<file path="src/rtl/fifo_arb_pkg.sv">
// Shared types and helpers for the FIFO write-port arbiters.
// rr_pick is a reusable round-robin search for arbiters of up to RR_MAX_REQ requesters.
package fifo_arb_pkg;

  typedef enum logic [0:0] {
    ARB_IDLE = 1'b0,
    ARB_LOCK = 1'b1
  } arb_state_t;

  localparam int unsigned RR_MAX_REQ = 8;
  localparam int unsigned RR_IDX_W   = 3;

  typedef struct packed {
    logic                found;
    logic [RR_IDX_W-1:0] idx;
  } rr_pick_t;

  // Index width for n requesters, never narrower than one bit.
  function automatic int unsigned idx_width(input int unsigned n);
    return (n <= 32'd2) ? 32'd1 : $clog2(n);
  endfunction

  // First valid index searching upward from last+1, wrapping modulo nreq.
  function automatic rr_pick_t rr_pick(
    input logic [RR_MAX_REQ-1:0] valid,
    input logic [RR_IDX_W-1:0]   last,
    input int unsigned           nreq
  );
    rr_pick_t    res;
    int unsigned pos;
    res.found = 1'b0;
    res.idx   = '0;
    for (int unsigned k = 0; k < RR_MAX_REQ; k++) begin
      if (k < nreq) begin
        pos = (32'(last) + 32'd1 + k) % nreq;
        if (!res.found && valid[pos]) begin
          res.found = 1'b1;
          res.idx   = RR_IDX_W'(pos);
        end
      end
    end
    return res;
  endfunction

endpackage

</file>
<file path="src/rtl/rr_priority_select.sv">
// Combinational round-robin selector: rotate the request vector so the search
// starts just above the previous winner, find the first set bit, rotate back.
module rr_priority_select
  import fifo_arb_pkg::*;
#(
  parameter int unsigned NREQ = 4,
  parameter int unsigned IW   = idx_width(NREQ)
) (
  input  logic [NREQ-1:0] valid,
  input  logic [IW-1:0]   last,
  output logic [IW-1:0]   idx,
  output logic            found
);

  logic [IW-1:0]   start;
  logic [NREQ-1:0] rotated;
  logic [IW-1:0]   offset;
  int unsigned     rot_pos;
  int unsigned     win_pos;

  // Search origin is one above the previous winner, wrapping to zero.
  always_comb begin
    if (32'(last) >= (NREQ - 32'd1)) begin
      start = '0;
    end else begin
      start = last + IW'(1'b1);
    end
  end

  // Rotate so that bit 0 of rotated is the highest-priority requester.
  always_comb begin
    rotated = '0;
    rot_pos = 32'd0;
    for (int unsigned k = 0; k < NREQ; k++) begin
      rot_pos    = 32'(start) + k;
      rot_pos    = (rot_pos >= NREQ) ? (rot_pos - NREQ) : rot_pos;
      rotated[k] = valid[rot_pos];
    end
  end

  // Find-first from the top down so the lowest set offset wins.
  always_comb begin
    found  = 1'b0;
    offset = '0;
    for (int k = int'(NREQ) - 1; k >= 0; k--) begin
      found  = found | rotated[k];
      offset = rotated[k] ? IW'(k) : offset;
    end
  end

  // Undo the rotation to recover the absolute requester index.
  always_comb begin
    win_pos = 32'(start) + 32'(offset);
    win_pos = (win_pos >= NREQ) ? (win_pos - NREQ) : win_pos;
    idx     = IW'(win_pos);
  end

endmodule

</file>
<file path="src/rtl/fifo_write_arbiter.sv">
// Round-robin, packet-locked arbiter for the async FIFO write port.
// Optional FIFO_ARB_TAG_EN adds a wr_tag output carrying the current owner index.
module fifo_write_arbiter
  import fifo_arb_pkg::*;
#(
  parameter int unsigned NREQ      = 4,
  parameter int unsigned DATASIZE  = 8,
  parameter int unsigned STALL_MAX = 16
) (
  input  logic                     wr_clk,
  input  logic                     wrst_n,
  input  logic [NREQ-1:0]          req_valid,
  input  logic [NREQ*DATASIZE-1:0] req_data,
  input  logic [NREQ-1:0]          req_last,
  output logic [NREQ-1:0]          req_ready,
  input  logic                     wr_full,
  output logic                     wr_en,
  output logic [DATASIZE-1:0]      wdata,
  output logic [NREQ-1:0]          grant,
  output logic [NREQ-1:0]          abort
`ifdef FIFO_ARB_TAG_EN
  ,
  output logic [idx_width(NREQ)-1:0] wr_tag
`endif
);

  localparam int unsigned IW = idx_width(NREQ);
  localparam int unsigned CW = $clog2(STALL_MAX + 1);
  localparam logic [CW-1:0] STALL_LIMIT = CW'(STALL_MAX);

  arb_state_t      state;
  arb_state_t      next_state;
  logic [NREQ-1:0] next_grant;
  logic [NREQ-1:0] next_abort;
  logic [IW-1:0]   gnt_idx;
  logic [IW-1:0]   next_gnt_idx;
  logic [IW-1:0]   last_gnt;
  logic [IW-1:0]   next_last_gnt;
  logic [CW-1:0]   stall_cnt;
  logic [CW-1:0]   next_stall_cnt;
  logic [CW-1:0]   stall_inc;
  logic [IW-1:0]   sel_idx;
  logic            sel_found;
  logic            in_lock;
  logic            owner_valid;
  logic            owner_last;
  logic            accept;

  rr_priority_select #(
    .NREQ (NREQ),
    .IW   (IW)
  ) u_select (
    .valid (req_valid),
    .last  (last_gnt),
    .idx   (sel_idx),
    .found (sel_found)
  );

  assign in_lock     = (state == ARB_LOCK);
  assign owner_valid = req_valid[gnt_idx];
  assign owner_last  = req_last[gnt_idx];
  assign accept      = in_lock & owner_valid & ~wr_full;
  assign stall_inc   = stall_cnt + CW'(1'b1);

  // wr_full gates the strobe in the same cycle, so a full FIFO is never written.
  always_comb begin
    req_ready = '0;
    wr_en     = 1'b0;
    if (in_lock) begin
      req_ready[gnt_idx] = ~wr_full;
      wr_en              = owner_valid & ~wr_full;
    end else begin
      req_ready = '0;
      wr_en     = 1'b0;
    end
  end

  assign wdata = req_data[32'(gnt_idx)*DATASIZE +: DATASIZE];

`ifdef FIFO_ARB_TAG_EN
  assign wr_tag = gnt_idx;
`endif

  // Next-state logic: arbitrate in IDLE, hold the port in LOCK until last beat or stall timeout.
  always_comb begin
    next_state     = state;
    next_grant     = grant;
    next_gnt_idx   = gnt_idx;
    next_last_gnt  = last_gnt;
    next_stall_cnt = stall_cnt;
    next_abort     = '0;
    case (state)
      ARB_IDLE: begin
        next_stall_cnt = '0;
        if (sel_found) begin
          next_state   = ARB_LOCK;
          next_grant   = NREQ'(1'b1) << sel_idx;
          next_gnt_idx = sel_idx;
        end else begin
          next_state = ARB_IDLE;
          next_grant = '0;
        end
      end
      ARB_LOCK: begin
        if (accept) begin
          next_stall_cnt = '0;
          if (owner_last) begin
            next_state    = ARB_IDLE;
            next_grant    = '0;
            next_last_gnt = gnt_idx;
          end else begin
            next_state = ARB_LOCK;
          end
        end else if (!owner_valid) begin
          // The owner went quiet mid-packet; reclaim the port after STALL_MAX idle cycles.
          if (stall_inc == STALL_LIMIT) begin
            next_state     = ARB_IDLE;
            next_grant     = '0;
            next_last_gnt  = gnt_idx;
            next_stall_cnt = '0;
            next_abort     = grant;
          end else begin
            next_stall_cnt = stall_inc;
          end
        end else begin
          next_stall_cnt = stall_cnt;
        end
      end
      default: begin
        next_state     = ARB_IDLE;
        next_grant     = '0;
        next_stall_cnt = '0;
      end
    endcase
  end

  // State and registered outputs; last_gnt resets to NREQ-1 so requester 0 wins first.
  always_ff @(posedge wr_clk) begin
    if (!wrst_n) begin
      state     <= ARB_IDLE;
      grant     <= '0;
      gnt_idx   <= '0;
      last_gnt  <= IW'(NREQ - 32'd1);
      stall_cnt <= '0;
      abort     <= '0;
    end else begin
      state     <= next_state;
      grant     <= next_grant;
      gnt_idx   <= next_gnt_idx;
      last_gnt  <= next_last_gnt;
      stall_cnt <= next_stall_cnt;
      abort     <= next_abort;
    end
  end

endmodule

</file>
<file path="config.mk">
export PLATFORM = sky130hd
export DESIGN_NAME = fifo_write_arbiter
export DESIGN_NICKNAME = d
export VERILOG_FILES = /design/src/rtl/fifo_arb_pkg.sv /design/src/rtl/rr_priority_select.sv /design/src/rtl/fifo_write_arbiter.sv
export SDC_FILE = /design/constraint.sdc
export NUM_CORES = 1
export LEC_CHECK = 0
export ABC_AREA = 1
export BUFFER_PORTS_ARGS = -buffer_cell sky130_fd_sc_hd__clkbuf_2
export CAP_MARGIN = 20
export CORE_MARGIN = 2
export CORE_UTILIZATION = 50
export CTS_CLUSTER_SIZE = 20
export DETAILED_ROUTE_END_ITERATION = 8
export GPL_ROUTABILITY_DRIVEN = 0
export PLACE_DENSITY_LB_ADDON = 0.25
export SYNTH_ARGS = -nofsm -noshare
export SYNTH_HDL_FRONTEND = slang
export SYNTH_SLANG_ARGS = --single-unit
export TNS_END_PERCENT = 1
</file>
<file path="constraint.sdc">
create_clock -name wr_clk -period 4.4 [get_ports wr_clk]
set_input_delay 0.44 -clock wr_clk [delete_from_list [all_inputs] [get_ports wr_clk]]
set_output_delay 0.44 -clock wr_clk [all_outputs]
set_load 0.01 [all_outputs]
</file>
[Yosys cells after proc, flatten, opt, wreduce, memory -nomap -nowiden]
Cells that the tools add are included.
Word-level totals
  bits in registers: 18
  bits in latches: 0
  RAM bits: 0
  ROM bits: 0
  input bits: 43
  output and inout port bits: 21
  word-level logic and storage cells: 100
  memories: 0
Cells by class
  $add $sub $neg: 11
  multiply operators: 0
  div/mod/pow operators: 0
  magnitude comparators: 12
  eq/ne operators: 6
  shifts and indexed selects: 2
  multiplexer cells: 46
  bitwise operators: 11
  reductions and logical operators: 6
Operator list (count)
  < comparator 32 x 3 -> 1 bit, second input constant: 4
  2-to-1 mux 32 bit: 4
  >= comparator 32 x 3 -> 1 bit, second input constant: 3
  subtractor 32 x 3 -> 32 bit, second input constant: 3
  indexed part select 32 x 6 -> 8 bit: 1
  2-to-1 mux 4 bit: 6
  2-to-1 mux 2 bit: 10
  2-to-1 mux 5 bit: 3
  2-to-1 mux 1 bit: 13
  binary-select mux 1 bit (select 2 bit): 6
  one-hot mux 5 bit (2 select lines): 1
  one-hot mux 4 bit (2 select lines): 1
  adder 2 x 2 -> 3 bit, second input constant: 2
  adder 5 x 1 -> 5 bit, second input constant: 1
  equality test 5 bit, second input constant: 1
  OR reduction 5 bit: 1
  bitwise AND 4 bit: 1
  NOT 1 bit: 4
  AND reduction 4 bit: 1
  << shifter 1 x 2 -> 4 bit, first input constant: 1
  subtractor 2 x 3 -> 4 bit, second input constant: 1
  adder 2 x 1 -> 3 bit, second input constant: 1
  adder 2 x 2 -> 3 bit: 1
  bitwise AND 1 bit: 3
  other kinds (19): 21

[Logic depth before layout (Yosys ltp)]
Gate-level depths: netlist of run 1.
  depth after elaboration: 17
  depth in mapped cells: 16

[Hierarchy]
Synthesis of run 1 repeated with hierarchy kept, for this count alone.
Second synthesis, totals
  cells, all modules: 246
  area total of the unflattened synthesis: 1455.1 um^2
By module, submodules not included
  fifo_write_arbiter: instances 1, cells each 176, area an instance 1133.6 um^2, sequential area each 360.3 um^2
  rr_priority_select: instances 1, cells each 70, area an instance 321.6 um^2, sequential area each 0.0 um^2

[Worst setup path after synthesis of run 1]
No wires, ideal clock.
  kind: reg2reg
  start: reg last_gnt[0]
  end: reg grant[2]
  setup time: 0.117 ns
  data arrival time: 2.011 ns
  data required time: 4.283 ns
  slack: 2.272 ns
  stages on the path, launching flop included: 16
  period minus slack after synthesis: 2.128 ns
  cells stage by stage: dfxtp_1 > inv_2 > ha_1 > inv_1 > nand2_1 > nand2_1 > nand2_1 > nand2_1 > a21boi_0 > ha_1 > xnor2_1 > nand4_1 > nand2_1 > nor2_1 > nor2_1 > nor2_1
On the way
  longest elaborated chain between the ends: 17
RTL lines
  start, declared: line fifo_write_arbiter.sv:37  | logic [IW-1:0] last_gnt;
  start signal, assigned: line fifo_write_arbiter.sv:143  | last_gnt <= IW'(NREQ - 32'd1);
  start signal, assigned: line fifo_write_arbiter.sv:150  | last_gnt <= next_last_gnt;
  adder 2 x 1 -> 2 bit or >= comparator 2 bit (tied branches): line rr_priority_select.sv:26, rr_priority_select.sv:23
  2-to-1 mux 2 bit *: line rr_priority_select.sv:23  | if (32'(last) >= (NREQ - 32'd1)) begin
  adder 2 x 2 -> 3 bit: line rr_priority_select.sv:35  | rot_pos = 32'(start) + k;
  subtractor 32 x 3 -> 32 bit or >= comparator 32 x 3 -> 1 bit (tied branches): line rr_priority_select.sv:36  | rot_pos = (rot_pos >= NREQ) ? (rot_pos - NREQ) : rot_pos;
  2-to-1 mux 32 bit: line rr_priority_select.sv:36
  binary-select mux 1 bit (select 2 bit): line rr_priority_select.sv:37  | rotated[k] = valid[rot_pos];
  2-to-1 mux 1 bit (implied by the code): line rr_priority_select.sv:37
  2-to-1 mux 2 bit (4 in series): line rr_priority_select.sv:47  | offset = rotated[k] ? IW'(k) : offset;
  adder 2 x 2 -> 3 bit: line rr_priority_select.sv:53  | win_pos = 32'(start) + 32'(offset);
  >= comparator 3 bit or subtractor 2 x 1 -> 2 bit (tied branches): line rr_priority_select.sv:54  | win_pos = (win_pos >= NREQ) ? (win_pos - NREQ) : win_pos;
  2-to-1 mux 2 bit: line rr_priority_select.sv:54
  << shifter 1 x 2 -> 4 bit: line fifo_write_arbiter.sv:97  | next_grant = NREQ'(1'b1) << sel_idx;
  2-to-1 mux 4 bit *: line fifo_write_arbiter.sv:95  | if (sel_found) begin
  one-hot mux 4 bit (2 select lines) *: line fifo_write_arbiter.sv:92  | case (state)
  end signal, assigned: line fifo_write_arbiter.sv:148  | grant <= next_grant;
  end, declared: line fifo_write_arbiter.sv:19  | output logic [NREQ-1:0] grant,
Mark *: on every way between the ends. The rest lies on a longest branch, timed or not. The select of a mux whose other input is x is not followed.
A chain may end at the register's enable or synchronous reset.

[Worst setup path in the final report of run 1]
  start: reg last_gnt[0]
  end: reg grant[3]
Same word-level chain as after synthesis.

==> impl_results.md, run 1 <==
* Yosys warnings at 0
* Minimum clock period at 2670 ps
* Worst EP required at 4590 ps
* Synth-to-layout area growth at 25.2%
* PnR worst setup slack at 1730 ps
* CP max FO at 13
* Worst-Skew Late Latency at 290 ps
* Area of the die at about 0.0034 mm^2
* Fin. max-slew vios at 0
* DIE WIDTH at 57.9 um
* Max Freq at between 0.3 and 0.4 GHz
* Setup bufs post-CTS at 0
* Placed Area at 0.00178 mm^2
* Largest net degree at the start of global routing at 14
* Endpoints failing setup at 0
* Worst r2r src: last_gnt[0]
* Hold endpoint: last_gnt[1]
* IO Count at 64
* Hold_sp: wrst_n
* Clk_skew at 8.75 ps
* Max VDD drop at 0.295 mV
* Num Clock Sinks at 18
* Layout Nets at 336
* Vias/cell at between 5 and 6
* Gr usage total at a little under a quarter
* Num CTS Buffers at 3
* Final Cell Area at between 0.0015 and 0.002 mm^2
* TritonRoute pass-1 iters at 4
* CORE AREA at 0.00276 mm^2
* Die Height at 57.9 um
* Leakage at 0.965 nW
* CTS root buffer: clkbuf_4
* Pwr dens at 256 mW/mm^2
* Crit-path slowest cell: dfxtp_1
* H-tree Lvls at 1
* WS Path Type: flip-flop to flip-flop
* CP top delay family: simple AND/OR/NAND/NOR gates
* # rows at 19
* Unrepaired setup endpoints after global routing: no
* Final period utilization at 60.7%
* Final setup TNS at 0 ps
* DP Worst Slack at 1770 ps
* R2R depth at 15
* Final ANT Viol Nets at 0
* Cell Chain, Critical Path: inv_2 -> ha_1 -> inv_1 -> nand2_1 -> nand2_1 -> nand2_1 -> nand2_1 -> a21boi_0 -> ha_1 -> xnor2_1 -> nand4_1 -> nand2_1 -> nor2_1 -> nor2_1 -> nor2_1
* Placed wire-length estimate at 3.05 mm
* Syn Area/Cell at 6.49 um^2
* Hold WC Path Type: input pin to flip-flop
* Vias at 1,679
* Critical path endpoint category: flip-flop
* WHS at 435 ps
* CTS tree: done
* Count leader, synth: nand2_1
* Final hold vios at 0
* Post-synth EDFFs at 0
* # DRC at 0
* Post-CTS Hold Fix Bufs at 0
* Share of the synthesized area in the top cell type at 24.8%
* Final wirelength at 3.77 mm
* Post-CTS sizing at 0
* Initial antenna violation count at 0
* Max-cap viol count at 0
* Yosys reg bits at 18
* FF-to-FF setup slack at 1730 ps
* Yosys cell types at 31
* Mapped Area at 0.00145 mm^2
* Port Buffers at between 60 and 70
* Worst-Margin Slew at around 550 ps
* Slowest stage delay, CP at around 570 ps
* Layout cells sized above 1 at approximately a third
* Starting DRT DRC Count at just under 80
* Net Count, Synth at 271
* Seq/Total Area, Yosys at 24.8%
* Yosys top cell by area: dfxtp_1
* Clk slew on worst S/H paths at 110 ps
* List of most frequent post-synthesis cells: nand2_1, nor2_1, nand3_1
* Ant. Diodes at 0
* Nature of the critical path startpoint: flip-flop
* Vias in the first global route at 1,452
* First-pass GRT wire length at between 6 and 7 mm
* Top post-synthesis cells by area: dfxtp_1, nand2_1, nor2_1, a22oi_1, nand3_1
* Most used flip-flop cell after synthesis: dfxtp_1
* WP buf/inv at 2
* Critical Path AT at 2860 ps
* Hold depth at 2
* CP most frequent cell: nand2_1
* Outcome: completed
* Starting density of the core at 52.7%
* Ys async rst share at 0%
* Total gr overflow at 0
* CTS Buffer Depth at 2
* Slew margin rel. at 63.1%
* Synth Instances at 224
* FF-to-FF End: grant[3]
* Routed len/inst at 11.8 um
[worst max-delay path by stage]
stage	cells past startpoint	end	start	slack (ps)
6_report	15	grant[3]	last_gnt[0]	1730
5_1_grt	15	grant[3]	last_gnt[0]	1450
3_5_place_dp	15	grant[3]	last_gnt[0]	1770
4_1_cts	15	grant[3]	last_gnt[0]	1740
2_1_floorplan	15	grant[2]	last_gnt[0]	2270
3_3_place_gp	15	grant[3]	last_gnt[0]	1880
[cell usage in the layout (no fill, tap or decap)]
cell type and n:
dfxtp_1 18, nor3_1 1, a21oi_1 10, xnor2_1 1, nor2_4 4, clkinv_1 1
nand2_1 73, inv_2 5, a22oi_1 13, a21boi_0 1, nand2_4 5, nand4_2 1
nand3_1 19, nor2_8 1, inv_4 1, inv_1 16, clkbuf_2 63, o21ai_1 1
clkbuf_8 1, o21ai_0 1, clkbuf_4 3, xor2_1 2, nand2_2 3, nor2_1 27
nand3_2 3, ha_1 4, nand4_1 5, nand3_4 1, o211ai_1 2, o21ai_2 1
nand3b_1 1
[registers in the layout, summed over array words and instances (netlist names)]
signal and cells:
abort 4, gnt_idx 2, grant 4, in_lock 1, last_gnt 2, stall_cnt 5
[metal layers]
layer | vias up | global-route usage (%) | wire [um]
li1 | 865 | - | -
met1 | 737 | 26.6 | 1610
met2 | 75 | 42.7 | 1810
met3 | 2 | 6.25 | 328
met4 | 0 | 4.98 | 14
met5 | - | 0 | 0
[stage by stage]
step	power, W	util (%)	instances
after floorplan	0.000308	-	224
after global placement	0.000363	64.7	315
after detailed placement	0.000366	64.7	315
after CTS	0.000467	66.0	319
after global routing	0.000496	66.0	319
final	0.000465	66.0	319
[area by class of cell]
class / instances / area (um^2)
inverters: 23 / 88.8
multi-input cells: 180 / 980
repair buffers: 63 / 315
clock buffers: 4 / 36.3
well taps: 31 / 38.8
fillers: 269 / 938
flip-flops and latches: 18 / 360
[where the power goes]
| part | switching, W | internal [W] | total, W |
|---|---|---|---|
| combinational | 0.000106 | 0.0000711 | 0.000177 |
| sequential | 0.0000143 | 0.000171 | 0.000186 |
| clock | 0.0000520 | 0.0000504 | 0.000102 |
| total | 0.000173 | 0.000293 | 0.000465 |
[kinds of logic after synthesis]
group | count (synthesis) | synth area share (%)
compound gates | 29 | 13.0
xor+xnor | 3 | 1.81
fa+ha+maj | 4 | 3.45
buf+inv | 26 | 7.75
flops | 18 | 24.8
simple gates | 144 | 49.2
Power figures use the tool's default switching activity.
==> run 2: changes to the inputs <==
--- a/config.mk
+++ b/config.mk
@@ -9,7 +9,7 @@
 export BUFFER_PORTS_ARGS = -buffer_cell sky130_fd_sc_hd__clkbuf_2
 export CAP_MARGIN = 20
 export CORE_MARGIN = 2
-export CORE_UTILIZATION = 50
+export CORE_UTILIZATION = 43
 export CTS_CLUSTER_SIZE = 20
 export DETAILED_ROUTE_END_ITERATION = 8
 export GPL_ROUTABILITY_DRIVEN = 0
==> constraint.sdc (replaced) <==
create_clock -name wr_clk -period 2.2 [get_ports wr_clk]
set_input_delay 0.22 -clock wr_clk [delete_from_list [all_inputs] [get_ports wr_clk]]
set_output_delay 0.22 -clock wr_clk [all_outputs]
set_load 0.01 [all_outputs]
==> run 2 against run 1 <==
Compared with the run above: largest cell class unchanged; sequential share of layout area down 0.92 points; combinational power is 110% higher; register-to-register slack lost 1600 ps; highest routed layer unchanged; critical path depth is the same; sequential power is 98% higher; sequential cell count is the same; non-clock buffer count is 7 higher; worst hold slack got worse by 220 ps.
==> impl_results.md, run 2 (synthesized netlist as in run 1, its figures left out) <==
* Outcome: completed
* DIE WIDTH at 62.1 um (+7.3%)
* Die Height at 62.1 um (+7.3%)
* # fillers at 318 (+18%)
* CORE AREA at 0.00328 mm^2 (+19%)
* Clk_skew at 9.10 ps (+0.349 ps)
* Starting DRT DRC Count at 84 (+7.7%)
* FF-to-FF End: grant[3]
* Setup crit start: last_gnt[0]
* Layout cells sized above 1 at 35.9% (+4.0 points)
* # rows at 21 (+2)
* Slowest stage delay, CP at 370 ps (-200 ps)
* Layout Nets at 343 (+2.1%)
* Reg with most FFs: stall_cnt
* R2R depth at 15 (unchanged)
* Max Freq at 0.483 GHz (+29%)
* Port Buffers at 63 (unchanged)
* Nature of the critical path startpoint: flip-flop
* Worst-Skew Late Latency at 300 ps (about the same)
* DP Worst Slack at -0.864 ps (-1770 ps)
* Leakage at 0.994 nW (+3.0%)
* CP top delay family: simple AND/OR/NAND/NOR gates
* Ant. Diodes at 0 (unchanged)
* Vias in the first global route at 1,504 (+3.6%)
* Num Clock Sinks at 18 (unchanged)
* Most frequent cells in the layout: nand2_1, clkbuf_2, nor2_1, nand3_1, dfxtp_1
* Endpoints failing setup at 0 (unchanged)
* Cell Chain, Critical Path: inv_2 -> ha_4 -> inv_2 -> nand2_1 -> nand2_1 -> nand2_1 -> nand2_1 -> a21boi_1 -> ha_2 -> xnor2_1 -> nand4_1 -> nand2_2 -> nor2_1 -> nor2_1 -> nor2_1
* Final ANT Viol Nets at 0 (unchanged)
* Final wirelength at 3.66 mm (-2.8%)
* Top Registers: stall_cnt (5), abort (4), grant (4)
* FF-to-FF setup slack at 130 ps (-1600 ps)
* Hold depth at 2 (unchanged)
* Vias at 1,670 (-0.54%)
* CTS Buffer Depth at 2 (unchanged)
* IO Count at 64 (unchanged)
* Routed len/inst at 10.7 um (-9.1%)
* Fin util at 58.3% (-7.7 points)
* Worst EP required at 2390 ps (-2200 ps)
* Critical Path AT at 2260 ps (-600 ps)
* Max VDD drop at 0.331 mV (+12%)
* Num CTS Buffers at 3 (unchanged)
* Final setup TNS at 0 ps (unchanged)
* Largest net degree at the start of global routing at 12 (-2)
* Vias/cell at 4.90 (-7.0%)
* Hold WC Path Type: input pin to flip-flop
* Crit-path slowest cell: dfxtp_2
* # DRC at 0 (unchanged)
* Final period utilization at 94.1% (+33 points)
* CTS root buffer: clkbuf_4
* Worst r2r src: last_gnt[0]
* TritonRoute pass-1 iters at 4 (unchanged)
* CP most frequent cell: nand2_1
* Total gr overflow at 0 (unchanged)
* Max-cap viol count at 0 (unchanged)
* CTS tree: done
* Pwr dens at 495 mW/mm^2 (+93%)
* First-pass GRT wire length at 6.27 mm (+1.0%)
* Final hold vios at 0 (unchanged)
* Fin. max-slew vios at 0 (unchanged)
* Number of cells on the critical path at 15 (unchanged)
* Hold_sp: wrst_n
* Hold endpoint: last_gnt[1]
* WP buf/inv at 2 (unchanged)
* Pwr Total at 0.000947 W (+100%)
* Gr usage total at 19.2% (-3.9 points)
* CP max FO at 4 (-9)
* Clk slew on worst S/H paths at 110 ps (about the same)
* Starting density of the core at 44.2% (-8.4 points)
* H-tree Lvls at 1 (unchanged)
* Critical path endpoint category: flip-flop
* Area of the die at 0.00386 mm^2 (+15%)
* WS Path Type: flip-flop to flip-flop
* Worst-Margin Slew at 486 ps (-66.5 ps)
* Synth-to-layout area growth at 31.8%
* Largest register FFs at 5 (unchanged)
* Slew margin rel. at 67.5% (+4.4 points)
* PnR worst setup slack at 129 ps (-1600 ps)
* Initial antenna violation count at 0 (unchanged)
* Placed wire-length estimate at 2.97 mm (-2.7%)
* Most common cell after layout, fill and taps aside: nand2_1
* Minimum clock period at 2070 ps (-601 ps)
[run 2: report_power, final]
part | switching, W | internal [W] | total (W)
Combinational | 0.000215 | 0.000155 | 0.000371
Clock | 0.000106 | 0.000101 | 0.000207
Sequential | 0.0000261 | 0.000343 | 0.000369
Total | 0.000348 | 0.000599 | 0.000947
[run 2: final cells by class]
cell class	instances	area, um^2	area share, %
Clock buffer	4	36.3	1.90
Inverter	23	88.8	4.64
Multi-Input combinational cell	180	1000	52.4
Sequential cell	18	362	18.9
Tap cell	46	57.6	3.01
Timing Repair Buffer	70	368	19.2
[run 2: how the worst max path moves through the flow]
stage,endpoint,slack [ps]
3_5_place_dp,grant[3],-0.9
3_3_place_gp,grant[2],60
5_1_grt,grant[2],-50
4_1_cts,grant[3],7
6_report,grant[3],130
2_1_floorplan,grant[2],70
[run 2: through the flow]
step                      cell area [um^2]  instances  hold slack [ps]
after floorplan                       1450        224              319
after global placement                1850        337              438
after detailed placement              1850        337              438
after CTS                             1890        341              218
after global routing                  1910        341              225
final                                 1910        341              216
[run 2: layer usage]
metal,vias up,GRT usage (%),share of wire (%)
li1,884,-,-
met3,4,5.98,7.8
met4,0,2.50,0.85
met2,58,35.2,46
met1,724,22.6,45
met5,-,0,0
[run 2: what timing repair did]
action / CTS / global route
pin swaps: 0 / 3
endpoints found under the setup margin: 2 / 5
gates resized for setup: 1 / 7
setup buffers: 0 / 0
hold buffers: 0 / 0
==> run 3: changes to the inputs <==
--- a/config.mk
+++ b/config.mk
@@ -5,11 +5,10 @@
 export SDC_FILE = /design/constraint.sdc
 export NUM_CORES = 1
 export LEC_CHECK = 0
-export ABC_AREA = 1
 export BUFFER_PORTS_ARGS = -buffer_cell sky130_fd_sc_hd__clkbuf_2
 export CAP_MARGIN = 20
 export CORE_MARGIN = 2
-export CORE_UTILIZATION = 43
+export CORE_UTILIZATION = 42
 export CTS_CLUSTER_SIZE = 20
 export DETAILED_ROUTE_END_ITERATION = 8
 export GPL_ROUTABILITY_DRIVEN = 0
==> run 3 against run 2 <==
Compared with the run above: the run now ends with setup timing left; cell count decreased by 26%; synthesized area decreased by 4.7%; worst setup slack worse by 210 ps; critical path depth down 4; combinational power up 6.5%; clock-buffer cell count fell by 1; die area decreased by 2.3%; routed wire length is 7.9% lower; clock skew fell by 4.2 ps; sequential cell count unchanged; largest cell class unchanged.
==> impl_results.md, run 3 <==
* Outcome: complete, but fails checks
* Seq/Total Area, Yosys at 26.0% (+1.2 points)
* Compound-Gate Fraction of Synth Area at 17.3% (+4.3 points)
* Starting DRT DRC Count at 72 (-14%)
* Max VDD drop at 0.197 mV (-41%)
* Share of the synthesized area in the top cell type at 26.0% (+1.2 points)
* Syn Area/Cell at 9.81 um^2 (+51%)
* Ant. Diodes at 0 (unchanged)
* Final hold vios at 0 (unchanged)
* Worst-Margin Slew at 460 ps (-26.5 ps)
* Clk_skew at 4.94 ps (-4.16 ps)
* Clk slew on worst S/H paths at 100 ps (about the same)
* Worst-Skew Late Latency at 290 ps (about the same)
* Final period utilization at 104% (+9.4 points)
* Violated checks: setup timing
* Largest register FFs at 5 (unchanged)
* Mapped Area at 0.00138 mm^2 (-4.7%)
* Yosys cell types at 48 (+55%)
* Endpoints failing setup at 5 (+5)
* Num Clock Sinks at 18 (unchanged)
* Pwr dens at 504 mW/mm^2 (+1.8%)
* # rows at 20 (-4.8%)
* Yosys top cell by area: dfxtp_1
* CTS root buffer: clkbuf_4
* Largest net degree at the start of global routing at 16 (+4)
* Die Height at 61.4 um (-1.2%)
* Critical path endpoint category: flip-flop
* TritonRoute pass-1 iters at 4 (unchanged)
* CTS tree: done
* First-pass GRT wire length at 5.43 mm (-13%)
* Post-synthesis adder-cell area fraction at 3.62% (+0.17 points)
* Synth-to-layout area growth at 32.2%
* Max-cap viol count at 0 (unchanged)
* Post-synth EDFFs at 0 (unchanged)
* Ys async rst share at 0% (unchanged)
* Area of the die at 0.00377 mm^2 (-2.3%)
* Final ANT Viol Nets at 0 (unchanged)
* WS Path Type: flip-flop to flip-flop
* Leakage at 0.815 nW (-18%)
* Total gr overflow at 0 (unchanged)
* CP max FO at 3 (-1)
* Post-Synth Simple-Gate Area at 22.2% (-27 points)
* Initial antenna violation count at 0 (unchanged)
* Net Count, Synth at 188 (-31%)
* Vias at 1,369 (-18%)
* Yosys reg bits at 18 (unchanged)
* Most common cell after layout, fill and taps aside: clkbuf_2
* Hold depth at 2 (unchanged)
* Hold WC Path Type: input pin to flip-flop
* # DRC at 0 (unchanged)
* CTS Buffer Depth at 2 (unchanged)
* Routed len/inst at 13.3 um (+24%)
* Reg with most FFs: stall_cnt
* Nature of the critical path startpoint: flip-flop
* Port Buffers at 63 (unchanged)
* Unrepaired setup endpoints after global routing: yes
* Most frequent cells in the layout: clkbuf_2, dfxtp_1, nand2_1, nor2_1, buf_4
* List of most frequent post-synthesis cells: dfxtp_1, nand2_1, nor2_1
* Fin util at 59.0% (+0.67 points)
* Max Freq at 0.439 GHz (-9.1%)
* Fin. max-slew vios at 0 (unchanged)
* Top Registers: stall_cnt (5), abort (4), grant (4)
* Worst EP required at 2420 ps (+30 ps)
* Final setup TNS at -286 ps (-286 ps)
* Slew margin rel. at 69.4% (+1.8 points)
* Num CTS Buffers at 3 (unchanged)
* PnR worst setup slack at -77.5 ps (-207 ps)
* Starting density of the core at 44.6% (+0.37 points)
* R2R depth at 11 (-4)
* Setup bufs post-CTS at 0 (unchanged)
* Post-synthesis mux area share at 23.2% (+23 points)
* Post-Synth XOR/XNOR Area at 1.81% (about the same)
* Layout cells sized above 1 at 49.0% (+13 points)
* Gr usage total at 19.2% (-0.053 points)
* Count leader, synth: dfxtp_1
* Main combinational cell family by area after synthesis: multiplexers
* CORE AREA at 0.00310 mm^2 (-5.5%)
* Top post-synthesis cells by area: dfxtp_1, mux4_2, mux4_1, ha_1, a21oi_1
* DIE WIDTH at 61.4 um (-1.2%)
* Final wirelength at 3.37 mm (-7.9%)
* H-tree Lvls at 1 (unchanged)
* DP Worst Slack at -105 ps (-104 ps)
* Vias in the first global route at 1,288 (-14%)
* Vias/cell at 5.39 (+10%)
* Most used flip-flop cell after synthesis: dfxtp_1
* Placed wire-length estimate at 2.83 mm (-4.8%)
* Critical Path AT at 2500 ps (+240 ps)
* Synth Instances at 141 (-37%)
* Yosys warnings at 0 (unchanged)
* IO Count at 64 (unchanged)
* Layout Nets at 259 (-24%)
* Minimum clock period at 2280 ps (+207 ps)
run 3: what timing repair did:
| item | 4_1_cts | 5_1_grt |
|---|---|---|
| hold buffers | 0 | 0 |
| resized for setup | 1 | 3 |
| endpoints found under the setup margin | 5 | 6 |
| endpoints found under the hold margin | 0 | 0 |
| pin swaps | 4 | 2 |
run 3: worst paths after layout:
| check | startpoint | to | slack (ps) |
|---|---|---|---|
| hold / removal | wrst_n | last_gnt[1] | 200 |
| hold reg to reg | grant[2] | grant[2] | 470 |
| setup / recovery | last_gnt[0] | grant[3] | -80 |
| setup reg to reg | last_gnt[0] | grant[3] | -80 |
run 3: through the flow:
step	instances	total power, W	instance area [um^2]	hold WS, ps
finish	254	0.000921	1830	200
global route	254	0.000985	1830	204
CTS	254	0.000925	1820	191
detailed placement	251	0.000763	1800	461
global placement	251	0.000750	1800	450
floorplan	141	0.000639	1410	309
run 3: final cells by class:
class,instances,area [um^2]
Tap cell,44,55.1
Multi-Input combinational cell,109,971
Timing Repair Buffer,73,390
Sequential cell,18,362
Clock buffer,3,22.5
Fill cell,304,1270
Inverter,7,28.8
run 3: kinds of logic (layout without fill, tap and decap cells):
group,after synthesis,in the layout
flip-flops,18,18
XOR/XNOR,2,2
multiplexers,15,15
AND/OR/NAND/NOR,53,53
buffers and inverters,14,83
adder cells (fa/ha/maj),4,4
AO/OA/AOI/OAI,35,35
run 3: power by group:
part | total (W) | switching [W] | internal, W
logic | 0.000395 | 0.000195 | 0.000200
clock network | 0.000164 | 0.000100 | 0.0000636
registers | 0.000362 | 0.0000177 | 0.000345
run 3: layer usage:
metal / GRT usage [%] / routed length, um
met5: 0 / 0
met4: 6.38 / 31
met1: 23.7 / 1410
met3: 4.41 / 162
met2: 33.1 / 1770
run 3: worst max-delay path, stage by stage, from the launching register on:
cell,delay (ps)
dfxtp_2,360
inv_4,40
ha_4,260
mux4_2,520
nor2_1,110
o21ai_1,80
a21oi_2,140
ha_2,200
xor2_2,160
xnor2_2,150
inv_2,70
o21ai_1,120
